**src/rtl/mem_ctrl_if.sv**
```systemverilog
// rtl/mem_ctrl_if.sv - CPU-side fetch and data port bundle for mem_ctrl
interface mem_ctrl_if;
  // instruction-fetch port
  logic        if_ce;
  logic [31:0] if_addr;
  logic [31:0] if_rdata;
  logic        if_done;
  // MEM-stage data port
  logic        mem_ce;
  logic        mem_we;
  logic [31:0] mem_addr;
  logic [3:0]  mem_sel;
  logic [31:0] mem_wdata;
  logic [31:0] mem_rdata;
  logic        mem_done;
  // pipeline stall requests
  logic        stallreq_if;
  logic        stallreq_mem;

  modport master (
    output if_ce, if_addr, mem_ce, mem_we, mem_addr, mem_sel, mem_wdata,
    input  if_rdata, if_done, mem_rdata, mem_done, stallreq_if, stallreq_mem
  );

  modport slave (
    input  if_ce, if_addr, mem_ce, mem_we, mem_addr, mem_sel, mem_wdata,
    output if_rdata, if_done, mem_rdata, mem_done, stallreq_if, stallreq_mem
  );
endinterface

```
**src/rtl/mem_ctrl.sv**
```systemverilog
// rtl/mem_ctrl.sv - fetch/data arbiter splitting 32-bit accesses into byte-wide RAM transfers
module mem_ctrl #(
  parameter int ADDR_W     = 17,
  parameter int DATA_FIRST = 1
) (
  input  logic              clk,
  input  logic              rst,
  mem_ctrl_if.slave         cpu,
  output logic              ram_ce,
  output logic              ram_we,
  output logic [ADDR_W-1:0] ram_addr,
  output logic [7:0]        ram_wdata,
  input  logic [7:0]        ram_rdata
);

  typedef enum logic [1:0] {IDLE, XFER, FIN, DONE} state_t;

  state_t            state_q, state_d;
  logic              port_q, port_d;          // 1 = data port owns the transaction
  logic [ADDR_W-1:0] base_q, base_d;          // word-aligned RAM base address
  logic [3:0]        rem_q, rem_d;            // lanes still to be issued
  logic              we_q, we_d;
  logic [31:0]       wdata_q, wdata_d;
  logic [1:0]        lane_q, lane_d;          // lane on the RAM bus this cycle
  logic              pend_vld_q, pend_vld_d;  // a read byte arrives this cycle
  logic [1:0]        pend_lane_q, pend_lane_d;
  logic [31:0]       rdata_q, rdata_d;
  logic              ram_ce_q, ram_ce_d;
  logic              ram_we_q, ram_we_d;
  logic [ADDR_W-1:0] ram_addr_q, ram_addr_d;
  logic [7:0]        ram_wdata_q, ram_wdata_d;
  logic              if_done_q, if_done_d;
  logic              mem_done_q, mem_done_d;

  logic              grant_mem;
  logic [ADDR_W-1:0] req_base;
  logic [3:0]        req_sel;
  logic              req_we;
  logic [31:0]       req_wdata;
  logic              do_issue;
  logic [1:0]        iss_lane;
  logic              unused_addr_bits;

  // Lowest selected lane; lanes go out in ascending order.
  function automatic logic [1:0] low_lane(input logic [3:0] s);
    if (s[0])      return 2'd0;
    else if (s[1]) return 2'd1;
    else if (s[2]) return 2'd2;
    else           return 2'd3;
  endfunction

  // Request mux: pick the winning port and present its access in a common form.
  always_comb begin
    grant_mem = cpu.mem_ce & ((DATA_FIRST != 0) | ~cpu.if_ce);
    if (grant_mem) begin
      req_base  = {cpu.mem_addr[ADDR_W-1:2], 2'b00};
      req_sel   = cpu.mem_sel;
      req_we    = cpu.mem_we;
      req_wdata = cpu.mem_wdata;
    end else begin
      req_base  = {cpu.if_addr[ADDR_W-1:2], 2'b00};
      req_sel   = 4'b1111;
      req_we    = 1'b0;
      req_wdata = 32'h0;
    end
  end

  // Next-state logic: sequencing, lane issue, read-byte capture and done pulses.
  always_comb begin
    state_d     = state_q;
    port_d      = port_q;
    base_d      = base_q;
    rem_d       = rem_q;
    we_d        = we_q;
    wdata_d     = wdata_q;
    lane_d      = lane_q;
    pend_vld_d  = 1'b0;
    pend_lane_d = pend_lane_q;
    rdata_d     = rdata_q;
    ram_ce_d    = 1'b0;
    ram_we_d    = 1'b0;
    ram_addr_d  = ram_addr_q;
    ram_wdata_d = ram_wdata_q;
    if_done_d   = 1'b0;
    mem_done_d  = 1'b0;
    do_issue    = 1'b0;
    iss_lane    = 2'd0;

    // RAM read data lags the address by one cycle, so capture the lane issued last cycle.
    if (pend_vld_q) begin
      rdata_d[{pend_lane_q, 3'b000} +: 8] = ram_rdata;
    end

    case (state_q)
      IDLE: begin
        if (cpu.if_ce | cpu.mem_ce) begin
          port_d  = grant_mem;
          base_d  = req_base;
          we_d    = req_we;
          wdata_d = req_wdata;
          rdata_d = 32'h0;
          rem_d   = req_sel;
          if (req_sel == 4'b0000) begin
            state_d    = DONE;
            if_done_d  = ~grant_mem;
            mem_done_d = grant_mem;
          end else begin
            state_d  = XFER;
            do_issue = 1'b1;
            iss_lane = low_lane(req_sel);
          end
        end
      end
      XFER: begin
        pend_vld_d  = ~we_q;
        pend_lane_d = lane_q;
        if (rem_q != 4'b0000) begin
          do_issue = 1'b1;
          iss_lane = low_lane(rem_q);
        end else if (we_q) begin
          state_d    = DONE;
          if_done_d  = ~port_q;
          mem_done_d = port_q;
        end else begin
          state_d = FIN;
        end
      end
      FIN: begin
        state_d    = DONE;
        if_done_d  = ~port_q;
        mem_done_d = port_q;
      end
      default: begin
        state_d = IDLE;
      end
    endcase

    // Put one lane on the RAM bus for the coming cycle.
    if (do_issue) begin
      lane_d      = iss_lane;
      rem_d       = rem_d & ~(4'b0001 << iss_lane);
      ram_ce_d    = 1'b1;
      ram_we_d    = we_d;
      ram_addr_d  = base_d | ADDR_W'(iss_lane);
      ram_wdata_d = wdata_d[{iss_lane, 3'b000} +: 8];
    end
  end

  // State and registered outputs; reset aborts any transfer in flight.
  always_ff @(posedge clk or negedge rst) begin
    if (!rst) begin
      state_q     <= IDLE;
      port_q      <= 1'b0;
      base_q      <= '0;
      rem_q       <= 4'b0000;
      we_q        <= 1'b0;
      wdata_q     <= 32'h0;
      lane_q      <= 2'd0;
      pend_vld_q  <= 1'b0;
      pend_lane_q <= 2'd0;
      rdata_q     <= 32'h0;
      ram_ce_q    <= 1'b0;
      ram_we_q    <= 1'b0;
      ram_addr_q  <= '0;
      ram_wdata_q <= 8'h0;
      if_done_q   <= 1'b0;
      mem_done_q  <= 1'b0;
    end else begin
      state_q     <= state_d;
      port_q      <= port_d;
      base_q      <= base_d;
      rem_q       <= rem_d;
      we_q        <= we_d;
      wdata_q     <= wdata_d;
      lane_q      <= lane_d;
      pend_vld_q  <= pend_vld_d;
      pend_lane_q <= pend_lane_d;
      rdata_q     <= rdata_d;
      ram_ce_q    <= ram_ce_d;
      ram_we_q    <= ram_we_d;
      ram_addr_q  <= ram_addr_d;
      ram_wdata_q <= ram_wdata_d;
      if_done_q   <= if_done_d;
      mem_done_q  <= mem_done_d;
    end
  end

  assign ram_ce    = ram_ce_q;
  assign ram_we    = ram_we_q;
  assign ram_addr  = ram_addr_q;
  assign ram_wdata = ram_wdata_q;

  // Read data is only presented to the port that is completing.
  assign cpu.if_done      = if_done_q;
  assign cpu.mem_done     = mem_done_q;
  assign cpu.if_rdata     = if_done_q  ? rdata_q : 32'h0;
  assign cpu.mem_rdata    = mem_done_q ? rdata_q : 32'h0;
  assign cpu.stallreq_if  = cpu.if_ce  & ~if_done_q;
  assign cpu.stallreq_mem = cpu.mem_ce & ~mem_done_q;

  // Address bits outside the RAM word address are intentionally ignored.
  assign unused_addr_bits = ^{cpu.if_addr[31:ADDR_W], cpu.if_addr[1:0],
                              cpu.mem_addr[31:ADDR_W], cpu.mem_addr[1:0]};

endmodule

```
**src/flat_wrapper.sv**
```systemverilog
// flat-port wrapper written by rule: the top's interface ports become plain ports
module mem_ctrl_flat 
#(
  parameter int ADDR_W     = 17,
  parameter int DATA_FIRST = 1
)
  (clk, rst, ram_ce, ram_we, ram_addr, ram_wdata, ram_rdata, cpu_if_ce, cpu_if_addr, cpu_mem_ce, cpu_mem_we, cpu_mem_addr, cpu_mem_sel, cpu_mem_wdata, cpu_if_rdata, cpu_if_done, cpu_mem_rdata, cpu_mem_done, cpu_stallreq_if, cpu_stallreq_mem);
  mem_ctrl_if cpu_i ();
  input  logic clk;
  input  logic rst;
  output logic ram_ce;
  output logic ram_we;
  output logic [ADDR_W-1:0] ram_addr;
  output logic [7:0] ram_wdata;
  input  logic [7:0] ram_rdata;
  input wire logic [$bits(cpu_i.if_ce)-1:0] cpu_if_ce;
  input wire logic [$bits(cpu_i.if_addr)-1:0] cpu_if_addr;
  input wire logic [$bits(cpu_i.mem_ce)-1:0] cpu_mem_ce;
  input wire logic [$bits(cpu_i.mem_we)-1:0] cpu_mem_we;
  input wire logic [$bits(cpu_i.mem_addr)-1:0] cpu_mem_addr;
  input wire logic [$bits(cpu_i.mem_sel)-1:0] cpu_mem_sel;
  input wire logic [$bits(cpu_i.mem_wdata)-1:0] cpu_mem_wdata;
  output wire logic [$bits(cpu_i.if_rdata)-1:0] cpu_if_rdata;
  output wire logic [$bits(cpu_i.if_done)-1:0] cpu_if_done;
  output wire logic [$bits(cpu_i.mem_rdata)-1:0] cpu_mem_rdata;
  output wire logic [$bits(cpu_i.mem_done)-1:0] cpu_mem_done;
  output wire logic [$bits(cpu_i.stallreq_if)-1:0] cpu_stallreq_if;
  output wire logic [$bits(cpu_i.stallreq_mem)-1:0] cpu_stallreq_mem;
  assign cpu_i.if_ce = cpu_if_ce;
  assign cpu_i.if_addr = cpu_if_addr;
  assign cpu_i.mem_ce = cpu_mem_ce;
  assign cpu_i.mem_we = cpu_mem_we;
  assign cpu_i.mem_addr = cpu_mem_addr;
  assign cpu_i.mem_sel = cpu_mem_sel;
  assign cpu_i.mem_wdata = cpu_mem_wdata;
  assign cpu_if_rdata = cpu_i.if_rdata;
  assign cpu_if_done = cpu_i.if_done;
  assign cpu_mem_rdata = cpu_i.mem_rdata;
  assign cpu_mem_done = cpu_i.mem_done;
  assign cpu_stallreq_if = cpu_i.stallreq_if;
  assign cpu_stallreq_mem = cpu_i.stallreq_mem;
  mem_ctrl #(.ADDR_W(ADDR_W), .DATA_FIRST(DATA_FIRST)) u_core (.clk(clk), .rst(rst), .cpu(cpu_i), .ram_ce(ram_ce), .ram_we(ram_we), .ram_addr(ram_addr), .ram_wdata(ram_wdata), .ram_rdata(ram_rdata));
endmodule
```
**config.mk**
```make
export PLATFORM = sky130hd
export DESIGN_NAME = mem_ctrl_flat
export DESIGN_NICKNAME = d
export VERILOG_FILES = /design/src/rtl/mem_ctrl_if.sv /design/src/rtl/mem_ctrl.sv /design/src/flat_wrapper.sv
export SDC_FILE = /design/constraint.sdc
export NUM_CORES = 1
export LEC_CHECK = 0
export CORE_UTILIZATION = 45
export CTS_CLUSTER_SIZE = 12
export DETAILED_ROUTE_END_ITERATION = 8
export GPL_TIMING_DRIVEN = 0
export PLACE_DENSITY = 0.85
export SETUP_SLACK_MARGIN = 0.02
export SLEW_MARGIN = 20
export SYNTH_ARGS = -nofsm -noshare
export SYNTH_HDL_FRONTEND = slang
export SYNTH_SLANG_ARGS = --single-unit
```
**constraint.sdc**
```tcl
create_clock -name clk -period 3.55 [get_ports clk]
set_clock_uncertainty 0.1 [all_clocks]
set_input_delay 0.8875 -clock clk [delete_from_list [all_inputs] [get_ports clk]]
set_output_delay 0.8875 -clock clk [all_outputs]
set_load 0.005 [all_outputs]
```
Yosys cells after proc, flatten, opt, wreduce, memory -nomap -nowiden

Cells that the tools add are included.

Bits of input ports: 113
Flip-flop bits (word level): 123

Bitwise logic cells: 11
Multiplexer cells: 51
Add/subtract/negate cells: 1
Equal/unequal tests: 4
Reduce and logical (&&, ||, !) cells: 5
Shift operators: 4

Operators by type and width:

| kind                     | count |
|---|---|
| $mux W32                 | 8 |
| $mux W17                 | 3 |
| $bwmux W32               | 1 |
| $shift A8 B7 Y32 const A | 1 |
| $shiftx A32 B6 Y8        | 1 |
| $shiftx A8 B7 Y32        | 1 |
| $mux W1                  | 20 |
| $mux W2                  | 10 |
| $or A17 B2 Y17           | 1 |
| $mux W4                  | 4 |
| $neg A5 Y7               | 1 |
| $pmux W1 S3              | 2 |
| $pmux W2 S3              | 1 |
| $not A1 Y1               | 5 |
| $and A4 B4 Y4            | 1 |
| $logic_not A4 Y1         | 1 |
| $not A4 Y4               | 1 |
| $pmux W2 S2              | 1 |
| $reduce_and A2 Y1        | 2 |
| $reduce_bool A4 Y1       | 1 |
| $shl A1 B2 Y4 const A    | 1 |
| $and A1 B1 Y1            | 2 |
| $eq A2 B1 Y1 const B     | 1 |
| $eq A2 B2 Y1 const B     | 1 |
| other kinds (5)          | 5 |

Depth between registers and ports, before layout

Gate-level depths: netlist of run 1.

Depth in word-level cells: 11
Mapped depth: 9

Least setup slack after synthesis of run 1

Ideal clock, no wire load.

Path type: in2out
Start point: input cpu_mem_ce
End point: output cpu_stallreq_mem
Data required time: 2.562 ns
Cell stages on the path: 3
Arrival time: 1.480 ns
Setup slack: 1.082 ns
Path buffers: 2
Cell sequence: buf_4 > buf_2 > nor2b_1

Word-level cells in the longest chain between the ends: 1

Ends and longest elaborated chain:

| what          | line               | RTL |
|---|---|---|
| from (decl)   | flat_wrapper.sv:18 | `input wire logic [$bits(cpu_i.mem_ce)-1:0] cpu_mem_ce;` |
| $and A1 B1 Y1 | mem_ctrl.sv:199    | `assign cpu.stallreq_mem = cpu.mem_ce & ~mem_done_q;` |
| to (decl)     | flat_wrapper.sv:28 | `output wire logic [$bits(cpu_i.stallreq_mem)-1:0] cpu_stallreq_mem;` |

Every way passes these cells.

Final worst setup path of run 1

Ends and elaborated chain as after synthesis.

==> results.md, run 1 <==
* Status: finished, final reports clean
* ANT nets after route at 0
* Starting Density at 0.463
* DRC at 0
* Number of synthesized flops with an enable pin at 0
* H-tree Lvls at 4
* Max cap viols at 0
* Reg-to-Reg Start: u_core.state_q[1]
* TritonCTS Buffers at 17
* FMAX at slightly below 0.3 GHz
* Vias at about 4800
* All-Layer GR Usage at 0.242
* Leak at around 0.0037 µW
* WP data arrival at 2.43 ns
* Antenna Cells at 0
* Worst Tran Pin Value at ~0.8 ns
* Distinct cells, synth at 35
* Largest net degree at the start of global routing at just over 70
* Fin util at 0.676
* I/O Buffers at 173
* Worst EP required at around 2.6 ns
* Clock Latency Late Sink at 0.41 ns
* Full die area at ~13000 µm²
* Setup crit end kind: output pin
* Area Overhead vs Synth at 46.0%
* # hold bufs at CTS at 0
* R2r endpoint: u_core.ram_wdata[0]
* Seq cells post-synth at between 100 and 150
* TNS Setup at 0 ns
* Clock transition at path regs at 0.06 ns
* CP max FO at 19
* Unrepaired setup endpoints after global routing: no
* Cell mode on critical path: clkdlybuf4s50_1
* Core ar. at roughly 12000 µm²
* Worst path slowest cell: clkdlybuf4s50_1
* Synth cell count leaders: 123 x dfrtp_1, 72 x nand2_1, 67 x and2_1
* Synth Instances at about 530
* Crit-path leading delay family: buffers and inverters
* Main area contributors after synthesis: dfrtp_1 55%, and2_1 7.5%, a22oi_1 5.5%
* Gr ovfl total at 0
* Final Slew Violations at 0
* Average wire per standard cell at roughly 16 µm
* Yosys top cell area share at 0.551
* Mapped Area at between 5000 and 6000 µm²
* CTS Sinks at approximately 120
* Primary FF master, synth: dfrtp_1
* PD cells at between 700 and 800 nW/µm²
* Most frequent cell after synthesis: dfrtp_1
* # setup viols final at 0
* Max-slew headroom at 0.457
* CTS tree: yes
* Vias in the first global route at 4760
* CP Launch Type: primary input
* Tmin final at approximately 3.4 ns
* Cell taking the most area after synthesis: dfrtp_1
* Initial antenna violation count at 0
* Nets at approximately 840
* Synth Warn # at 0
* Crit share post-route at 0.962
* Syn Nets at 650
* CP cell instances: clkdlybuf4s50_1 -> buf_6 -> nor2b_1 -> clkdlybuf4s50_1
* Crit path buffers/inverters at 3
* Gpl congestion at approximately 0.88
* Syn Area/Cell at roughly 11 µm²
* Routed WL at between 10000 and 15000 µm
* Min-delay worst type: in -> async
* Reg2reg path depth at 8
* TritonRoute pass-1 iters at 7
* I/O pin cnt at approximately 210
* Clk buf depth at 2
* Layout cells sized above 1 at 0.0832
* First-pass GRT wire length at approximately 24000 µm
* Clk root buf: clkbuf_16
* Row Count at 40
* Die height at 113 µm
* Register area share after synthesis at 0.551
* Critical path type: in -> out
* Die width at ~110 µm
* VDD IR max at 0.000471 V
* Vias per cell at between 5 and 6
* Fin. Hold Viols at 0
* R2r setup slk at approximately 1.2 ns
* Ys async rst share at 1.00
* DR iter-0 viols at about 280
* Worst path max stage delay at 0.57 ns
* DP HPWL at ~11000 µm
[what timing repair did]
item / 4_1_cts / 5_1_grt
setup endpoints to repair: 1 / 1
buffers inserted: 0 / 0
gates resized for setup: 0 / 1
[state kept, by name, summed over array words and instances, names as in the netlist, 2 cells and up]
register,count
u_core.rdata_q,32
u_core.wdata_q,32
u_core.base_q,17
u_core.ram_addr,17
u_core.ram_wdata,8
u_core.rem_q,4
u_core.lane_q,2
u_core.pend_lane_q,2
u_core.state_q,2
[metrics by stage]
stage	instances	hold WS [ns]	instance area, µm²	total power, µW	worst slack (ns)
after floorplan	528	0.323	5580	3520	1.08
final	901	0.325	8150	6180	0.133
after detailed placement	870	0.351	7550	4460	-0.144
after CTS	901	0.328	8150	6200	0.0520
after global placement	869	0.340	7530	4340	-2.91
after global routing	901	0.350	8150	6570	0.0776
[power breakdown]
part           internal (µW)  total [µW]  switching, µW  leakage, µW
clock network           1070        1720            655     0.000286
logic                   1010        2300           1290      0.00179
registers               1900        2160            260      0.00159
total                   3980        6180           2200      0.00367
[how the worst max path moves through the flow]
stage                           from                 end  cells after the start
after floorplan           cpu_mem_ce    cpu_stallreq_mem                      3
after global placement           rst  u_core.wdata_q[24]                      1
after detailed placement  cpu_mem_ce    cpu_stallreq_mem                      5
after CTS                 cpu_mem_ce    cpu_stallreq_mem                      4
after global routing      cpu_mem_ce    cpu_stallreq_mem                      4
final                     cpu_mem_ce    cpu_stallreq_mem                      4
[per-layer routing]
metal | vias up | share of wire | global-route usage
li1 | 2229 | - | -
met5 | - | 0 | 0
met4 | 0 | 0.020 | 0.100
met2 | 221 | 0.51 | 0.435
met3 | 26 | 0.072 | 0.0563
met1 | 2330 | 0.39 | 0.278
[kinds of logic after synthesis]
logic type,after synthesis,synth area share
buffers and inverters,50,0.0419
DFF,123,0.551
muxes,23,0.0412
AOI/OAI and AO/OA,122,0.165
adders and majority gates,9,0.0202
and+or+nand+nor,201,0.180
[cell type report]
cell class	instances	area (µm²)
Buffer	31	165
Clock buffer	18	439
Clock inverter	14	160
Fill cell	885	3910
Inverter	18	67.6
Multi-Input combinational cell	355	2270
Sequential cell	123	3080
Tap cell	168	210
Timing Repair Buffer	174	1760
[layout by cell type (no fill, tap or decap), drive strengths merged]
master	count
a21oi	10
a222oi	1
a22o	25
a22oi	41
a31oi	1
a32oi	8
and2	67
buf	20
bufinv	2
clkbuf	31
clkdlybuf4s50	172
clkinv	3
clkinvlp	3
dfrtp	123
ha	9
inv	24
mux2i	23
nand2	73
nand2b	1
nand3b	1
nor2	49
nor2b	4
nor3	1
nor4	2
nor4b	3
o211ai	1
o21ai	22
o221a	1
o221ai	8
o22ai	2
o32a	1
o41ai	1
[worst register-to-register path: cells and delay by family (launching register included)]
kind	cells	cell delay, ns
buffers and inverters	3	0.57
adders and majority gates	1	0.28
DFF	1	0.41
AOI/OAI and AO/OA	4	0.86
Power figures use the tool's default switching activity.
==> run 2, diff against run 1 <==
Settings changed: CTS_CLUSTER_SIZE 12 to default, REMOVE_ABC_BUFFERS from default to 1, TNS_END_PERCENT from default to 50.
==> results.md, run 2 (synthesis gave the netlist of run 1 again) <==
* Largest registers: u_core.rdata_q (32), u_core.wdata_q (32)
* FMAX at 0.304 GHz (+4.0%)
* All-Layer GR Usage at 0.237 (-0.00533)
* I/O Buffers at 173 (unchanged)
* Reg area at 3080 µm² (unchanged)
* Die height at 113 µm (unchanged)
* Worst Tran Pin Value at 0.973 ns (+0.166 ns)
* Vias per cell at 5.36 (+0.40%)
* Worst path max stage delay at 0.49 ns (-0.08 ns)
* Nets at 815 (-3.2%)
* # setup viols final at 0 (unchanged)
* DR iter-0 viols at 297 (+4.9%)
* Tmin final at 3.29 ns (-0.130 ns)
* PD cells at 758 nW/µm² (about the same)
* Routed WL at 14500 µm (-2.2%)
* Most frequent cells in the layout: 171 x clkdlybuf4s50_1, 123 x dfrtp_1, 72 x nand2_1, 66 x and2_1, 49 x nor2_1
* CP cell instances: clkdlybuf4s50_1 -> o21ai_4 -> buf_16 -> a21oi_1 -> a21oi_4 -> inv_2 -> nand3b_4 -> o221ai_1
* Clk buf depth at 2 (unchanged)
* # hold bufs at CTS at 0 (unchanged)
* Worst path slowest cell: clkdlybuf4s50_1
* I/O pin cnt at 208 (unchanged)
* Average wire per standard cell at 16.7 µm (+1.1%)
* Core ar. at 12100 µm² (unchanged)
* Clock Latency Late Sink at 0.40 ns (about the same)
* TritonCTS Buffers at 17 (unchanged)
* DP HPWL at 9860 µm (-12%)
* VDD IR max at 0.000431 V (-8.5%)
* Fin. Hold Viols at 0 (unchanged)
* Setup crit end kind: flop
* Crit share post-route at 0.926 (-0.0366)
* Gpl congestion at 0.821 (-6.7%)
* Die width at 113 µm (unchanged)
* Final Slew Violations at 0 (unchanged)
* Number of gates resized after CTS at 0 (unchanged)
* Leak at 0.00361 µW (-1.7%)
* Gr ovfl total at 0 (unchanged)
* Commonest non-fill, non-tap cell in the layout: clkdlybuf4s50_1
* Min-delay worst type: in -> async
* Fin util at 0.667 (-0.00861)
* Worst EP required at 3.68 ns (+1.12 ns)
* TritonRoute pass-1 iters at 5 (-2)
* Multi-input gate area at 2300 µm² (+1.3%)
* First-pass GRT wire length at 23300 µm (-2.0%)
* Cell Area, Placed at 7470 µm² (-1.2%)
* Clock transition at path regs at 0.05 ns (about the same)
* Row Count at 40 (unchanged)
* Status: finished, final reports clean
* Max-slew headroom at 0.350 (-0.107)
* DRC at 0 (unchanged)
* Layout cells sized above 1 at 0.0653 (-0.0179)
* H-tree Lvls at 4 (unchanged)
* Vias at 4670 (-2.8%)
* CTS Sinks at 123 (unchanged)
* Initial antenna violation count at 0 (unchanged)
* Vias in the first global route at 4700 (-1.3%)
* Area Overhead vs Synth at 44.1%
* Unrepaired setup endpoints after global routing: no
* Fillcell total at 912 (+3.1%)
* WP data arrival at 3.41 ns (+0.98 ns)
* CTS tree: yes
* CP max FO at 25 (+6)
* Critical path type: in -> reg
* CP Launch Type: primary input
* Antenna Cells at 0 (unchanged)
* Max cap viols at 0 (unchanged)
* Clk root buf: clkbuf_16
* # Post-CTS Setup Buffers at 0 (unchanged)
* Final instance area at 8050 µm² (-1.3%)
* Starting Density at 0.463 (unchanged)
* Full die area at 12900 µm² (unchanged)
* ANT nets after route at 0 (unchanged)
* Largest net degree at the start of global routing at 79 (+9.7%)
==> run 2: cell count changes in the layout (fill, tap and decap cells not counted), sizes merged <==
cell           before  now
a21oi              10   11
buf                20    6
bufinv              2    3
clkbuf             31   22
clkdlybuf4s50     172  171
clkinvlp            3    2
inv                24   18
==> run 2: metrics by stage <==
step	hold slack, ns	power [µW]	std cells	setup slack, ns	setup TNS, ns
global placement	0.339	4190	837	-4.15	-643.64
global route	0.327	6470	872	0.106	0
finish	0.305	6100	872	0.263	0
floorplan	0.323	3390	496	-0.957	-28.00
detailed placement	0.350	4400	841	-0.468	-7.70
CTS	0.308	6130	872	0.225	0
==> run 2: path summary, 6_finish.rpt <==
| kind | start | end | slack (ns) | cells past startpoint |
|---|---|---|---|---|
| worst max register to register | u_core.state_q[0] | u_core.ram_wdata[7] | 0.50 | 9 |
| min in group clk | u_core.we_q | u_core.pend_vld_q | 0.36 | 1 |
| worst min register to register | u_core.we_q | u_core.pend_vld_q | 0.36 | 1 |
| worst min-delay path | rst | u_core.rdata_q[18] | 0.30 | 1 |
| worst max-delay path | cpu_if_ce | u_core.ram_wdata[7] | 0.26 | 8 |
| max in group asynchronous | rst | u_core.wdata_q[16] | 2.33 | 2 |
==> run 2: area by class of cell <==
type | instances | share of cell area
Clock buffer | 22 | 0.0564
Tap cell | 168 | 0.0261
Timing Repair Buffer | 177 | 0.226
Multi-Input combinational cell | 356 | 0.286
Inverter | 18 | 0.00839
Sequential cell | 123 | 0.382
Clock inverter | 8 | 0.0149
==> run 2: where the power goes <==
part | internal [µW] | total (µW) | switching (µW)
Sequential | 1900 | 2190 | 294
Combinational | 980 | 2230 | 1250
Clock | 1110 | 1680 | 571
Total | 3990 | 6100 | 2110
==> run 2: critical path: cells and delay by family <==
family / cells / cell delay, ns
AO/OA/AOI/OAI: 4 / 1.17
buffers and inverters: 3 / 1.05
AND/OR/NAND/NOR: 1 / 0.27
==> run 2: routing by layer <==
| layer | share of wire | vias to the layer above | GRT usage | routed length (µm) |
|---|---|---|---|---|
| met4 | 0.016 | 0 | 0.102 | 235 |
| met1 | 0.42 | 2249 | 0.282 | 6040 |
| met3 | 0.074 | 22 | 0.0643 | 1080 |
| met5 | 0 | - | 0 | 0 |
| met2 | 0.49 | 233 | 0.404 | 7170 |
| li1 | - | 2166 | - | - |
